**src/rtl/mtimer_pkg.sv**
```systemverilog
// Shared definitions for the APB machine timer: register word indices,
// CTRL/STATUS field positions and the byte-strobe merge helper.
package mtimer_pkg;

  // Word index = paddr[4:2]; indices 6 and 7 are unmapped.
  typedef enum logic [2:0] {
    REG_MTIME_LO = 3'd0,
    REG_MTIME_HI = 3'd1,
    REG_CMP_LO   = 3'd2,
    REG_CMP_HI   = 3'd3,
    REG_CTRL     = 3'd4,
    REG_STATUS   = 3'd5
  } reg_idx_e;

  localparam int CTRL_EN_BIT      = 0;
  localparam int CTRL_DIV_LSB     = 16;
  localparam int CTRL_DIV_MSB     = 31;
  localparam int STATUS_PEND_BIT  = 0;

  localparam logic [63:0] CMP_RESET_DEFAULT = 64'hFFFF_FFFF_FFFF_FFFF;

  function automatic logic [31:0] byte_merge(input logic [31:0] cur,
                                             input logic [31:0] wdata,
                                             input logic [3:0]  strb);
    logic [31:0] res;
    res = cur;
    for (int b = 0; b < 4; b++) begin
      if (strb[b]) res[8*b +: 8] = wdata[8*b +: 8];
    end
    return res;
  endfunction

endpackage

```
**src/rtl/mtimer_prescaler.sv**
```systemverilog
// Prescaler for the machine timer: emits a one-cycle tick every DIV+1
// enabled cycles; disabling or an explicit clear restarts the count.
module mtimer_prescaler #(
  parameter int PRESCALE_W = 16
) (
  input  logic                  clk,
  input  logic                  rst_n,
  input  logic                  en,
  input  logic                  clear,
  input  logic [PRESCALE_W-1:0] div,
  output logic                  tick
);

  logic [PRESCALE_W-1:0] cnt;

  assign tick = en && (cnt == div);

  always_ff @(posedge clk or negedge rst_n) begin
    if (!rst_n) begin
      cnt <= '0;
    end else if (clear || !en || tick) begin
      cnt <= '0;
    end else begin
      cnt <= cnt + 1'b1;
    end
  end

endmodule

```
**src/rtl/apb_mtimer.sv**
```systemverilog
// APB slave machine timer: 64-bit mtime with prescaler, 64-bit mtimecmp and a
// registered level interrupt (mtime >= mtimecmp) for the interrupt controller.
module apb_mtimer
  import mtimer_pkg::*;
#(
  parameter int          ADDR_WIDTH = 32,
  parameter int          DATA_WIDTH = 32,
  parameter int          PRESCALE_W = 16,
  parameter logic [63:0] CMP_RESET  = CMP_RESET_DEFAULT
) (
  input  logic                  pclk,
  input  logic                  presetn,
  input  logic [ADDR_WIDTH-1:0] paddr,
  input  logic [DATA_WIDTH-1:0] pdata,
  output logic [DATA_WIDTH-1:0] prdata,
  input  logic                  psel,
  input  logic                  penable,
  input  logic                  pwrite,
  input  logic [3:0]            pstb,
  output logic                  pready,
  output logic                  perr,
  output logic                  timer_irq
);

  logic [63:0]           mtime;
  logic [63:0]           mtimecmp;
  logic [31:0]           hi_shadow;
  logic                  ctrl_en;
  logic [PRESCALE_W-1:0] ctrl_div;

  logic [63:0]           mtime_nxt;
  logic [63:0]           cmp_nxt;
  logic [31:0]           ctrl_word;
  logic [31:0]           ctrl_merged;
  logic [31:0]           rd_val;
  logic                  tick;

  logic     access, wr, rd, mapped, ctrl_wr;
  reg_idx_e idx;

  logic unused_addr;
  assign unused_addr = ^{paddr[ADDR_WIDTH-1:5], paddr[1:0]};

  // The pready term blocks a second access during the completion cycle.
  assign access  = psel && penable && !pready;
  assign wr      = access && pwrite;
  assign rd      = access && !pwrite;
  assign idx     = reg_idx_e'(paddr[4:2]);
  assign mapped  = (paddr[4:2] <= 3'd5);
  assign ctrl_wr = wr && (idx == REG_CTRL);

  assign ctrl_word   = {ctrl_div, 15'd0, ctrl_en};
  assign ctrl_merged = byte_merge(ctrl_word, pdata, pstb);

  mtimer_prescaler #(.PRESCALE_W(PRESCALE_W)) u_prescaler (
    .clk   (pclk),
    .rst_n (presetn),
    .en    (ctrl_en),
    .clear (ctrl_wr),
    .div   (ctrl_div),
    .tick  (tick)
  );

  // Written bytes override the incremented value on a coincident tick.
  always_comb begin
    mtime_nxt = tick ? mtime + 64'd1 : mtime;
    cmp_nxt   = mtimecmp;
    if (wr) begin
      case (idx)
        REG_MTIME_LO: mtime_nxt[31:0]  = byte_merge(mtime_nxt[31:0],  pdata, pstb);
        REG_MTIME_HI: mtime_nxt[63:32] = byte_merge(mtime_nxt[63:32], pdata, pstb);
        REG_CMP_LO:   cmp_nxt[31:0]    = byte_merge(mtimecmp[31:0],   pdata, pstb);
        REG_CMP_HI:   cmp_nxt[63:32]   = byte_merge(mtimecmp[63:32],  pdata, pstb);
        default: ;
      endcase
    end
  end

  always_comb begin
    rd_val = '0;
    case (idx)
      REG_MTIME_LO: rd_val = mtime[31:0];
      REG_MTIME_HI: rd_val = hi_shadow;
      REG_CMP_LO:   rd_val = mtimecmp[31:0];
      REG_CMP_HI:   rd_val = mtimecmp[63:32];
      REG_CTRL:     rd_val = ctrl_word;
      REG_STATUS:   rd_val[STATUS_PEND_BIT] = timer_irq;
      default:      rd_val = '0;
    endcase
  end

  always_ff @(posedge pclk or negedge presetn) begin
    if (!presetn) begin
      mtime     <= '0;
      mtimecmp  <= CMP_RESET;
      hi_shadow <= '0;
      ctrl_en   <= 1'b0;
      ctrl_div  <= '0;
      prdata    <= '0;
      pready    <= 1'b0;
      perr      <= 1'b0;
      timer_irq <= 1'b0;
    end else begin
      mtime     <= mtime_nxt;
      mtimecmp  <= cmp_nxt;
      timer_irq <= (mtime >= mtimecmp);
      pready    <= access;
      perr      <= access && !mapped;
      prdata    <= rd ? rd_val : '0;
      if (rd && idx == REG_MTIME_LO) hi_shadow <= mtime[63:32];
      if (ctrl_wr) begin
        ctrl_en  <= ctrl_merged[CTRL_EN_BIT];
        ctrl_div <= ctrl_merged[CTRL_DIV_MSB:CTRL_DIV_LSB];
      end
    end
  end

endmodule
```
**config.mk**
```make
export PLATFORM = sky130hd
export DESIGN_NAME = apb_mtimer
export DESIGN_NICKNAME = d
export VERILOG_FILES = /design/src/rtl/mtimer_pkg.sv /design/src/rtl/mtimer_prescaler.sv /design/src/rtl/apb_mtimer.sv
export SDC_FILE = /design/constraint.sdc
export NUM_CORES = 1
export LEC_CHECK = 0
export BUFFER_PORTS_ARGS = -buffer_cell sky130_fd_sc_hd__buf_2
export CORE_MARGIN = 2
export CORE_UTILIZATION = 24
export DETAILED_ROUTE_END_ITERATION = 16
export REMOVE_ABC_BUFFERS = 1
export SLEW_MARGIN = 20
export SYNTH_ARGS = -nofsm -noshare
export SYNTH_HDL_FRONTEND = slang
export SYNTH_SLANG_ARGS = --single-unit
```
**constraint.sdc**
```tcl
create_clock -name pclk -period 2.8 [get_ports pclk]
set_input_delay 0 -clock pclk [delete_from_list [all_inputs] [get_ports pclk]]
set_output_delay 0 -clock pclk [all_outputs]
set_load 0.1 [all_outputs]
```
## After elaboration in Yosys (flattened, before gate mapping)

Cells that the tools add are included.

| operators by class | value |
|---|---|
| add/sub/neg operators | 2 |
| order comparisons | 2 |
| equality and inequality tests | 6 |
| muxes and demuxes | 16 |
| reduce and logical (&&, ||, !) cells | 26 |

Operators with widths:

| operator | number |
|---|---|
| 31-bit one-hot mux with 5 select lines | 1 |
| 64-bit 2-to-1 mux | 2 |
| 32-bit 2-to-1 mux | 3 |
| 64-bit by 1-bit adder with 64-bit output, second input constant | 1 |
| 64-bit greater-or-equal comparator | 1 |
| 8-bit 2-to-1 mux | 8 |
| 3-bit AND reduction | 8 |
| 16-bit by 1-bit adder with 16-bit output, second input constant | 1 |
| 16-bit equality test | 1 |
| 16-bit 2-to-1 mux | 1 |
| 1-bit logical AND | 8 |
| 3-bit by 2-bit equality test with 1-bit output, second input constant | 2 |
| 3-bit equality test, second input constant | 2 |
| 1-bit one-hot mux with 6 select lines | 1 |
| 2-bit AND reduction | 3 |
| 1-bit zero test | 4 |
| 3-bit by 1-bit equality test with 1-bit output, second input constant | 1 |
| 3-bit <= comparator, second input constant | 1 |
| 3-bit zero test | 1 |
| 1-bit logical OR | 2 |

| storage, ports and cells | value |
|---|---|
| register bits after elaboration | 228 |
| input port bits | 73 |
| output and inout bits | 35 |
| word-level logic and storage cells | 70 |

## Longest topological paths before layout

Gate-level depths: netlist of run 1.

| logic depth | value |
|---|---|
| word-level depth | 7 |
| depth in mapped cells | 9 |
| gate-level depth less buffers | 8 |

## Hierarchy

From an unflattened synthesis of run 1, not the netlist that was laid out.

| second synthesis, totals | value |
|---|---|
| cells, all modules | 1218 |
| area total of the unflattened synthesis | 12465.7 um2 |

By module, submodules not included:

| module | times used | cells an instance | area an instance (um2) |
|---|---|---|---|
| apb_mtimer | 1 | 1119 | 11524.8 |
| mtimer_prescaler | 1 | 99 | 940.9 |

## Least setup slack after synthesis of run 1

OpenSTA, ideal clock, no wires.

| timing | value |
|---|---|
| path type | reg-to-reg |
| start point | register pready |
| end point | register mtime[23] |
| library setup time | 0.069 ns |
| arrival time | 2.466 ns |
| data required time | 2.731 ns |
| setup slack | 0.264 ns |
| cell stages (with the launch flop) | 8 |
| period minus slack after synthesis | 2.536 ns |
| path through | dfrtp_1 and4b_1 clkbuf_1 clkbuf_1 and3_1 clkbuf_1 or4_2 nand3_1 |

| on the way | value |
|---|---|
| word-level cells in the longest chain between the ends | 4 |

Ends and longest elaborated chain:

| element | line | source |
|---|---|---|
| start: declaration | apb_mtimer.sv:20 | `output logic pready,` |
| start signal: assignment | apb_mtimer.sv:107 | `pready <= access;` |
| 1-bit zero test | apb_mtimer.sv:45 | `assign access = psel && penable && !pready;` |
| 1-bit logical AND | apb_mtimer.sv:45 |  |
| 1-bit logical AND | apb_mtimer.sv:46 | `assign wr = access && pwrite;` |
| 64-bit 2-to-1 mux | apb_mtimer.sv:68 | `if (wr) begin` |
| named net mtime_nxt[23] | apb_mtimer.sv:31 | `logic [63:0] mtime_nxt;` |
| end signal: assignment | apb_mtimer.sv:104 | `mtime <= mtime_nxt;` |
| end: declaration | apb_mtimer.sv:25 | `logic [63:0] mtime;` |

The timed path passes the listed nets, and every way through them passes these cells.
A chain may end at the register's enable or synchronous reset.

## Worst setup path after layout of run 1

| timing | value |
|---|---|
| start point | register mtime[12] |
| end point | register mtime[51] |

| on the way | value |
|---|---|
| word-level cells in the longest chain between the ends | 5 |

Ends and longest elaborated chain:

| element | line | source |
|---|---|---|
| 64-bit by 1-bit adder with 64-bit output * | apb_mtimer.sv:66 | `mtime_nxt = tick ? mtime + 64'd1 : mtime;` |
| 64-bit 2-to-1 mux * | apb_mtimer.sv:66 |  |
| 8-bit 2-to-1 mux | mtimer_pkg.sv:28 | `if (strb[b]) res[8*b +: 8] = wdata[8*b +: 8];` |
| 32-bit 2-to-1 mux | apb_mtimer.sv:69 | `case (idx)` |
| 64-bit 2-to-1 mux * | apb_mtimer.sv:68 |  |
| named net mtime_nxt[51] | apb_mtimer.sv:31 |  |

The timed path passes the listed nets; every way through them passes the cells marked *.

==> flow_summary.yaml, run 1 <==
final_layout:
  multiInputGateArea_um2: 6620
  post-route-util_pct: 29.65
  layout_commonest_cell: "dfrtp_1"
  fillers: 5626
  areaGrowthSynthToFinish_pct: 22.76
  layout.area.seq_um2: 5786
  drive_gt1_share_pct: 26.77
  most-common-layout-cells: "dfrtp_1, nand2_1, mux2_2, inv_1, buf_2"
  nets: 1587
routing:
  ant_nets: 0
  viasPerCell: 4.898
  drt_first_pass_iters: 5
  drt_wl_total_um: 39550
  drc_errors: 0
  vias: 10610
  drt_iter0_markers: 795
  wl_per_cell_um: 18.27
critical_path:
  end_kind: "flip-flop"
  crit_arrival_ns: 3.11
  critPathMostFrequentCell: "or4_1"
  max_stage_delay_ns: 0.63
  required_ns: 3.27
  slowest_stage: "or4_1"
  crit_type: "flip-flop to flip-flop"
  cp_cell_sequence: "nand4_2 -> or4_1 -> nor4b_4 -> nand3_2 -> or4_1 -> nand3_1"
  worst-r2r-setup-slack_ns: 0.16
  start_kind: "flip-flop"
  cp_max_fo: 9
grt:
  grt_overflow: 0
  grt_max_degree: 92
  grt_pass1_wl_um: 62360
  antenna_found_initial: 3
  grt_pass1_vias: 10770
  grt.total_usage_pct: 14.08
worst_hold_path:
  hold_path_class: "primary input to asynchronous set/reset pin"
clocking:
  htree_levels: 1
  clk_latency_ns: 0.55
  path_clk_slew_ns: 0.06
  clock-sinks: 228
  clockBufferDepth: 3
  cts_tree: "done"
  numCtsBuffers: 26
  clock-root-buffer: "clkbuf_16"
  postCtsSetupRepairBufs: 0
logic_synthesis:
  ys_async_sr_fraction_pct: 100.0
  syn-instance-count: 1285
  synth_edf_count: 0
  synth.top_cell.area_share_pct: 31.70
  ys_seq_elements: 228
  synth_area_leaders: "dfrtp_1, dfstp_2, mux2_2, ha_1, nand2_1"
  yosysUniqueCellTypes: 70
  syn_avg_cell_area_um2: 10.07
  synthFlopType: "dfrtp_1"
  seq_area_frac_synth_pct: 44.69
  yosysWarnings: 0
  netlist_area_um2: 12940
  yosysTopAreaCell: "dfrtp_1"
die:
  dieWidth_um: 236.2
  fp.dieArea_um2: 55810
  io_pins: 108
  core_area_um2: 53600
  placementRows: 85
  die_h_um: 236.2
  start_util_pct: 24.15
sta:
  fin_setup_tns_ns: 0
  worstMarginPinSlew_ns: 0.8887
  setup_viol: 0
  finalHoldViolCount: 0
  fin_skew_ns: 0.01163
  layout_min_cycle_time_ns: 2.642
  relSlewSlack_pct: 40.43
  fin_crit_sh_pct: 94.36
  slew_violations: 0
  grt_setup_unrepaired: "no"
  fmax_mhz: 378.5
power:
  p_per_area_nw_per_um2: 659.2
  max-vdd-ir-drop_uv: 467.7
  p_leak_nw: 6.931
job:
  maxCapViolations: 0
placed_design:
  finalWeightedCongestion: 0.8709
  hpwl_um: 29210
  portBuffers: 78
outcome:
  status: "finished, final reports clean"
where the power goes:
group	switching, mW	leakage, nW	internal [mW]	total, mW
combinational	1.51	3.83	1.21	2.72
clock	1.41	0.429	2.08	3.49
sequential	0.454	2.68	3.82	4.27
path summary, 6_finish.rpt:
path,startpoint,to,cells after the start
min reg2reg,hi_shadow[7],hi_shadow[7],2
min in group pclk,pstb[3],mtime[62],5
max reg2reg,mtime[12],mtime[51],6
max in group asynchronous,presetn,mtimecmp[26],3
min,presetn,prdata[19],2
max,mtime[12],mtime[51],6
stage by stage:
stage	cell area, um2	hold WS (ns)	instances	setup WS (ns)	total power, mW
finish	15890	0.05633	2165	0.1579	10.48
global route	15890	0.08525	2165	0.01928	11.08
CTS	15870	0.04441	2164	0.08015	10.56
detailed placement	14590	0.08119	2075	0.08401	6.966
global placement	14590	0.07286	2075	0.07899	6.864
floorplan	12700	-0.2956	1226	-0.3464	5.907
kinds of logic (layout without fill, tap and decap cells):
group	Yosys count	after routing	synth area share, %
flip-flops	228	228	44.69
XOR/XNOR	53	53	3.586
multiplexers	128	128	12.41
AND/OR/NAND/NOR	436	436	17.68
AO/OA/AOI/OAI	223	223	10.72
buffers and inverters	151	334	4.533
adder cells (fa/ha/maj)	66	66	6.379
other	0	1	0
critical path, delay by kind of cell, from the launching register on:
kind / cells / cell delay (ns)
DFF: 1 / 0.47
and+or+nand+nor: 6 / 2.08
registers in the layout, summed over array words and instances, names as in the netlist:
name	flops
perr	1
pready	1
mtime	64
u_prescaler.cnt	16
timer_irq	1
ctrl_div	16
hi_shadow	32
ctrl_en	1
mtimecmp	64
prdata	32
synthesized netlist by cell type, types with 11 or more instances:
cell      number
dfrtp_1      164
nand2_1      114
mux2_2        94
inv_1         92
a21oi_1       73
nor2_1        72
ha_1          66
dfstp_2       64
nand3_1       56
o21ai_0       55
and3_1        49
clkbuf_1      47
nand4_1       32
xnor2_1       28
nor4_1        27
xor2_1        25
nor3_1        19
a21o_1        18
mux2i_1       18
a22oi_1       16
mux4_2        14
o211ai_1      13
or4_1         13
nand2b_1      11
area by class of cell:
cell class / count / area share [%]
clock inverter: 9 / 0.6141
multi-input combinational: 906 / 41.66
timing repair buffer: 194 / 8.802
tap: 696 / 5.480
sequential: 228 / 36.41
clock buffer: 39 / 4.850
antenna: 1 / 0.01575
inverter: 92 / 2.173
layer usage:
layer	vias to the layer above	global-route usage (%)	routed length (um)
met1	5289	18.31	17160
li1	4966	-	-
met2	281	23.75	19040
met4	4	4.852	1202
met5	-	0	30
met3	65	2.224	2119
repair_timing:
item                       in CTS  in global routing
hold buffers                   41                  0
setup endpoints to repair       0                  6
hold endpoints to repair      236                  0
resized for setup               0                  5
Note: power is estimated with default switching activity, not from simulation.
==> run 2: changes to the inputs <==
==> constraint.sdc (replaced) <==
create_clock -name pclk -period 2.8 [get_ports pclk]
set_input_delay 0.42 -clock pclk [delete_from_list [all_inputs] [get_ports pclk]]
set_output_delay 0.42 -clock pclk [all_outputs]
set_load 0.1 [all_outputs]
==> flow_summary.yaml, run 2 (synthesized netlist as in run 1, its figures left out) <==
critical_path:
  end_kind: "flip-flop"
  slowest_stage: "or4_4"
  crit_type: "flip-flop to flip-flop"
  start_kind: "flip-flop"
  cp_cell_sequence: "xor2_1 -> nor4_1 -> nand4_1 -> or4_4 -> or4_1 -> nand4_1"
  cp_max_fo: 19
  max_stage_delay_ns: 0.70
  critPathBufInv: 0
  crit_arrival_ns: 3.13
  critPathMostFrequentCell: "nand4_1"
  crit_family: "simple AND/OR/NAND/NOR gates"
  timing.rr.start: "u_prescaler.cnt[12]"
  required_ns: 3.28
  startpoint: "u_prescaler.cnt[12]"
worst_hold_path:
  hp-start: "pdata[15]"
  hold_path_class: "primary input to flip-flop"
sta:
  layout_min_cycle_time_ns: 2.656
  fin_skew_ns: 0.008939
  relSlewSlack_pct: 46.25
  slew_violations: 0
  fin_crit_sh_pct: 94.87
  fmax_mhz: 376.5
  worstMarginPinSlew_ns: 0.8019
  grt_setup_unrepaired: "no"
  setup_viol: 0
  finalHoldViolCount: 0
  whs_ns: 0.1481
final_layout:
  layout_commonest_cell: "dfrtp_1"
  drive_gt1_share_pct: 28.11
  diodes: 0
  nets: 1559
  areaGrowthSynthToFinish_pct: 20.45
  reg_top3: "mtime: 64 flops, mtimecmp: 64 flops"
  layout.area.seq_um2: 5786
  most-common-layout-cells: "dfrtp_1, nand2_1, mux2_2, inv_1, buf_4"
  fillers: 5613
  multiInputGateArea_um2: 6611
routing:
  drt_iter0_markers: 672
  drt_first_pass_iters: 5
  vias: 10470
  drt_wl_total_um: 39140
  wl_per_cell_um: 18.31
  viasPerCell: 4.899
  drc_errors: 0
  ant_nets: 0
power:
  max-vdd-ir-drop_uv: 528.9
  p_int_mw: 7.102
  p_total_mw: 10.48
  p_seq_share_pct: 40.7
  clock_power_share_pct: 33.9
  p_per_area_nw_per_um2: 672.0
  p_sw_mw: 3.376
  p_leak_nw: 6.824
  p_comb_share_pct: 25.4
  sw_frac_of_total_pct: 32.22
outcome:
  status: "finished, final reports clean"
clocking:
  htree_levels: 1
  cts_tree: "done"
  clock-root-buffer: "clkbuf_16"
  clk_latency_ns: 0.55
  clock-sinks: 228
  path_clk_slew_ns: 0.06
  clockBufferDepth: 3
  numCtsBuffers: 27
die:
  dieWidth_um: 236.2
  io_pins: 108
  placementRows: 85
  fp.dieArea_um2: 55810
  die_h_um: 236.2
  start_util_pct: 24.15
  core_area_um2: 53600
placed_design:
  finalWeightedCongestion: 0.8665
  hpwl_um: 29440
  portBuffers: 78
job:
  maxCapViolations: 0
grt:
  grt_overflow: 0
  grt.total_usage_pct: 13.85
  antenna_found_initial: 6
  grt_max_degree: 76
  grt_pass1_vias: 10670
  grt_pass1_wl_um: 61080
-- run 2: power by group through the flow --
stage               registers, mW  logic [mW]  clock network (mW)
floorplan                    4.30        1.60                   0
global placement             4.29        2.56                   0
detailed placement           4.31        2.64                   0
CTS                          4.26        2.66                3.64
global route                 4.33        2.98                3.77
finish                       4.26        2.66                3.55
-- run 2: final timing paths --
check                      slack (ns)  depth (start not counted)       endpoint
max                              0.14                          6      mtime[50]
min                              0.15                          3      mtime[15]
max reg2reg                      0.14                          6      mtime[50]
min reg2reg                      0.48                          2  hi_shadow[12]
max in group asynchronous        1.58                          3   mtimecmp[39]
min in group asynchronous        0.40                          2     prdata[21]
-- run 2: stage by stage --
stage / instance area, um2 / utilization [%] / setup TNS (ns) / setup WS [ns] / std cells
finish: 15590 / 29.09 / 0 / 0.1437 / 2137
CTS: 15580 / 29.07 / 0 / 0.01932 / 2137
global route: 15590 / 29.09 / 0 / 0.02736 / 2137
floorplan: 12700 / - / -16.10 / -0.4892 / 1226
detailed placement: 14670 / 27.37 / 0 / 0.02200 / 2086
global placement: 14670 / 27.37 / 0 / 0.06363 / 2086
-- run 2: worst register-to-register path, stage by stage (launching register included) --
cell	delay, ns
dfrtp_1	0.42
xor2_1	0.20
nor4_1	0.34
nand4_1	0.26
or4_4	0.70
or4_1	0.56
nand4_1	0.10
-- run 2: area by class of cell --
class                      count  share of cell area [%]
multi-input combinational    906                   42.40
sequential                   228                   37.10
timing repair buffer         165                   6.933
tap                          696                   5.585
clock buffer                  38                   4.983
inverter                      92                   2.215
clock inverter                12                  0.7784
-- run 2: timing repair --
| action | 4_1_cts | 5_1_grt |
|---|---|---|
| setup endpoints to repair | 0 | 10 |
| hold endpoints to repair | 36 | 0 |
| setup buffers | 0 | 0 |
| resized for setup | 0 | 2 |
| hold buffers | 1 | 0 |
-- run 2: per-layer routing --
metal	part of all wire, %	vias up	routed length [um]	GRT usage [%]
met4	2.9	12	1142	4.354
met3	4.9	72	1911	2.259
met1	44	5238	17270	18.28
met5	0.18	-	72	0
li1	-	4908	-	-
met2	48	239	18740	23.17
==> run 3: changes to the inputs <==
- RECOVER_POWER: default -> 25
==> flow_summary.yaml, run 3 (synthesized netlist as in run 1, its figures left out) <==
die:
  core_area_um2: 53600
  start_util_pct: 24.15
  io_pins: 108
  placementRows: 85
  dieWidth_um: 236.2
  fp.dieArea_um2: 55810
  die_h_um: 236.2
critical_path:
  required_ns: 3.28
  cp_cell_sequence: "xor2_1 -> nor4_1 -> nand4_1 -> or4_4 -> or4_1 -> nand4_1"
  crit_type: "flip-flop to flip-flop"
  start_kind: "flip-flop"
  critPathMostFrequentCell: "nand4_1"
  end_kind: "flip-flop"
  slowest_stage: "or4_4"
  critPathBufInv: 0
  max_stage_delay_ns: 0.69
  cp_max_fo: 19
  crit_arrival_ns: 3.12
  crit_family: "simple AND/OR/NAND/NOR gates"
final_layout:
  fillers: 5615
  layout_commonest_cell: "dfrtp_1"
  diodes: 0
  areaGrowthSynthToFinish_pct: 20.16
  most-common-layout-cells: "dfrtp_1, nand2_1, mux2_2, inv_1, buf_4"
  multiInputGateArea_um2: 6611
  layout.area.seq_um2: 5786
  fin_cells: 2137
  drive_gt1_share_pct: 27.97
  reg_top3: "mtime: 64 flops, mtimecmp: 64 flops"
  nets: 1559
worst_hold_path:
  hold_path_class: "primary input to flip-flop"
sta:
  setup_viol: 0
  grt_setup_unrepaired: "no"
  finalHoldViolCount: 0
  fin_crit_sh_pct: 94.53
  slew_violations: 80
  fmax_mhz: 377.8
  layout_min_cycle_time_ns: 2.647
  fin_skew_ns: 0.009802
  whs_ns: 0.1488
  relSlewSlack_pct: -15.58
  worstMarginPinSlew_ns: 1.734
routing:
  viasPerCell: 4.895
  vias: 10460
  drt_first_pass_iters: 5
  wl_per_cell_um: 18.31
  drt_wl_total_um: 39140
  drc_errors: 0
  ant_nets: 0
  drt_iter0_markers: 666
clocking:
  clockBufferDepth: 3
  numCtsBuffers: 27
  htree_levels: 1
  clock-sinks: 228
  path_clk_slew_ns: 0.06
  cts_tree: "done"
  clk_latency_ns: 0.55
  clock-root-buffer: "clkbuf_16"
power:
  p_int_mw: 7.097
  clock_power_share_pct: 33.9
  p_leak_nw: 6.806
  sw_frac_of_total_pct: 32.21
  max-vdd-ir-drop_uv: 528.9
  p_seq_share_pct: 40.7
  p_comb_share_pct: 25.4
  p_sw_mw: 3.372
  p_total_mw: 10.47
  p_per_area_nw_per_um2: 673.0
placed_design:
  finalWeightedCongestion: 0.8665
  portBuffers: 78
  placed_cells: 2086
  hpwl_um: 29440
grt:
  grt_pass1_wl_um: 61080
  grt_max_degree: 76
  grt_pass1_vias: 10670
  grt_overflow: 0
  grt.total_usage_pct: 13.85
  antenna_found_initial: 6
job:
  maxCapViolations: 2
outcome:
  violations: "max-capacitance violations, max-slew violations"
  status: "finished with violations"
-- run 3: area by class of cell --
| type | count | area share [%] |
|---|---|---|
| inverter | 92 | 2.220 |
| timing repair buffer | 165 | 6.708 |
| clock buffer | 38 | 4.995 |
| clock inverter | 12 | 0.7802 |
| sequential | 228 | 37.19 |
| multi-input combinational | 906 | 42.50 |
| tap | 696 | 5.598 |
-- run 3: stage by stage --
step | area, um2 | setup TNS, ns | util (%) | worst slack (ns)
after floorplan | 12700 | -16.10 | - | -0.4892
after global placement | 14670 | 0 | 27.37 | 0.06363
after detailed placement | 14670 | 0 | 27.37 | 0.02200
after CTS | 15580 | 0 | 29.07 | 0.01932
after global routing | 15550 | 0 | 29.02 | 0.02736
final | 15550 | 0 | 29.02 | 0.1533
-- run 3: tightest hold or removal path, stage by stage --
cell     delay [ns]
buf_2          0.13
nand2_1        0.06
nand2_1        0.06
-- run 3: routing by layer --
layer	vias to the layer above	track usage, %	part of all wire [%]
li1	4905	-	-
met1	5217	18.28	45
met2	253	23.17	48
met3	74	2.259	4.7
met4	12	4.354	3.0
met5	-	0	0.18
-- run 3: worst paths after layout --
path	endpoint	cells after the start	startpoint	slack, ns
max	mtime[50]	6	u_prescaler.cnt[12]	0.15
min	mtime[15]	3	pdata[15]	0.15
max reg2reg	mtime[50]	6	u_prescaler.cnt[12]	0.15
min reg2reg	hi_shadow[12]	2	hi_shadow[12]	0.48
max in group asynchronous	hi_shadow[7]	3	presetn	0.56
min in group asynchronous	prdata[21]	2	presetn	0.80
-- run 3: power by group through the flow --
| stage | clock network, mW | registers, mW | logic (mW) |
|---|---|---|---|
| 6_report | 3.55 | 4.26 | 2.66 |
| 3_3_place_gp | 0 | 4.29 | 2.56 |
| 2_1_floorplan | 0 | 4.30 | 1.60 |
| 4_1_cts | 3.64 | 4.26 | 2.66 |
| 5_1_grt | 3.77 | 4.33 | 2.98 |
| 3_5_place_dp | 0 | 4.31 | 2.64 |
-- run 3: repair_timing --
item                                    CTS  global route
hold endpoints to repair                 36             0
endpoints found under the setup margin    0            10
hold buffers                              1             0
resized for setup                         0             2
setup buffers                             0             0
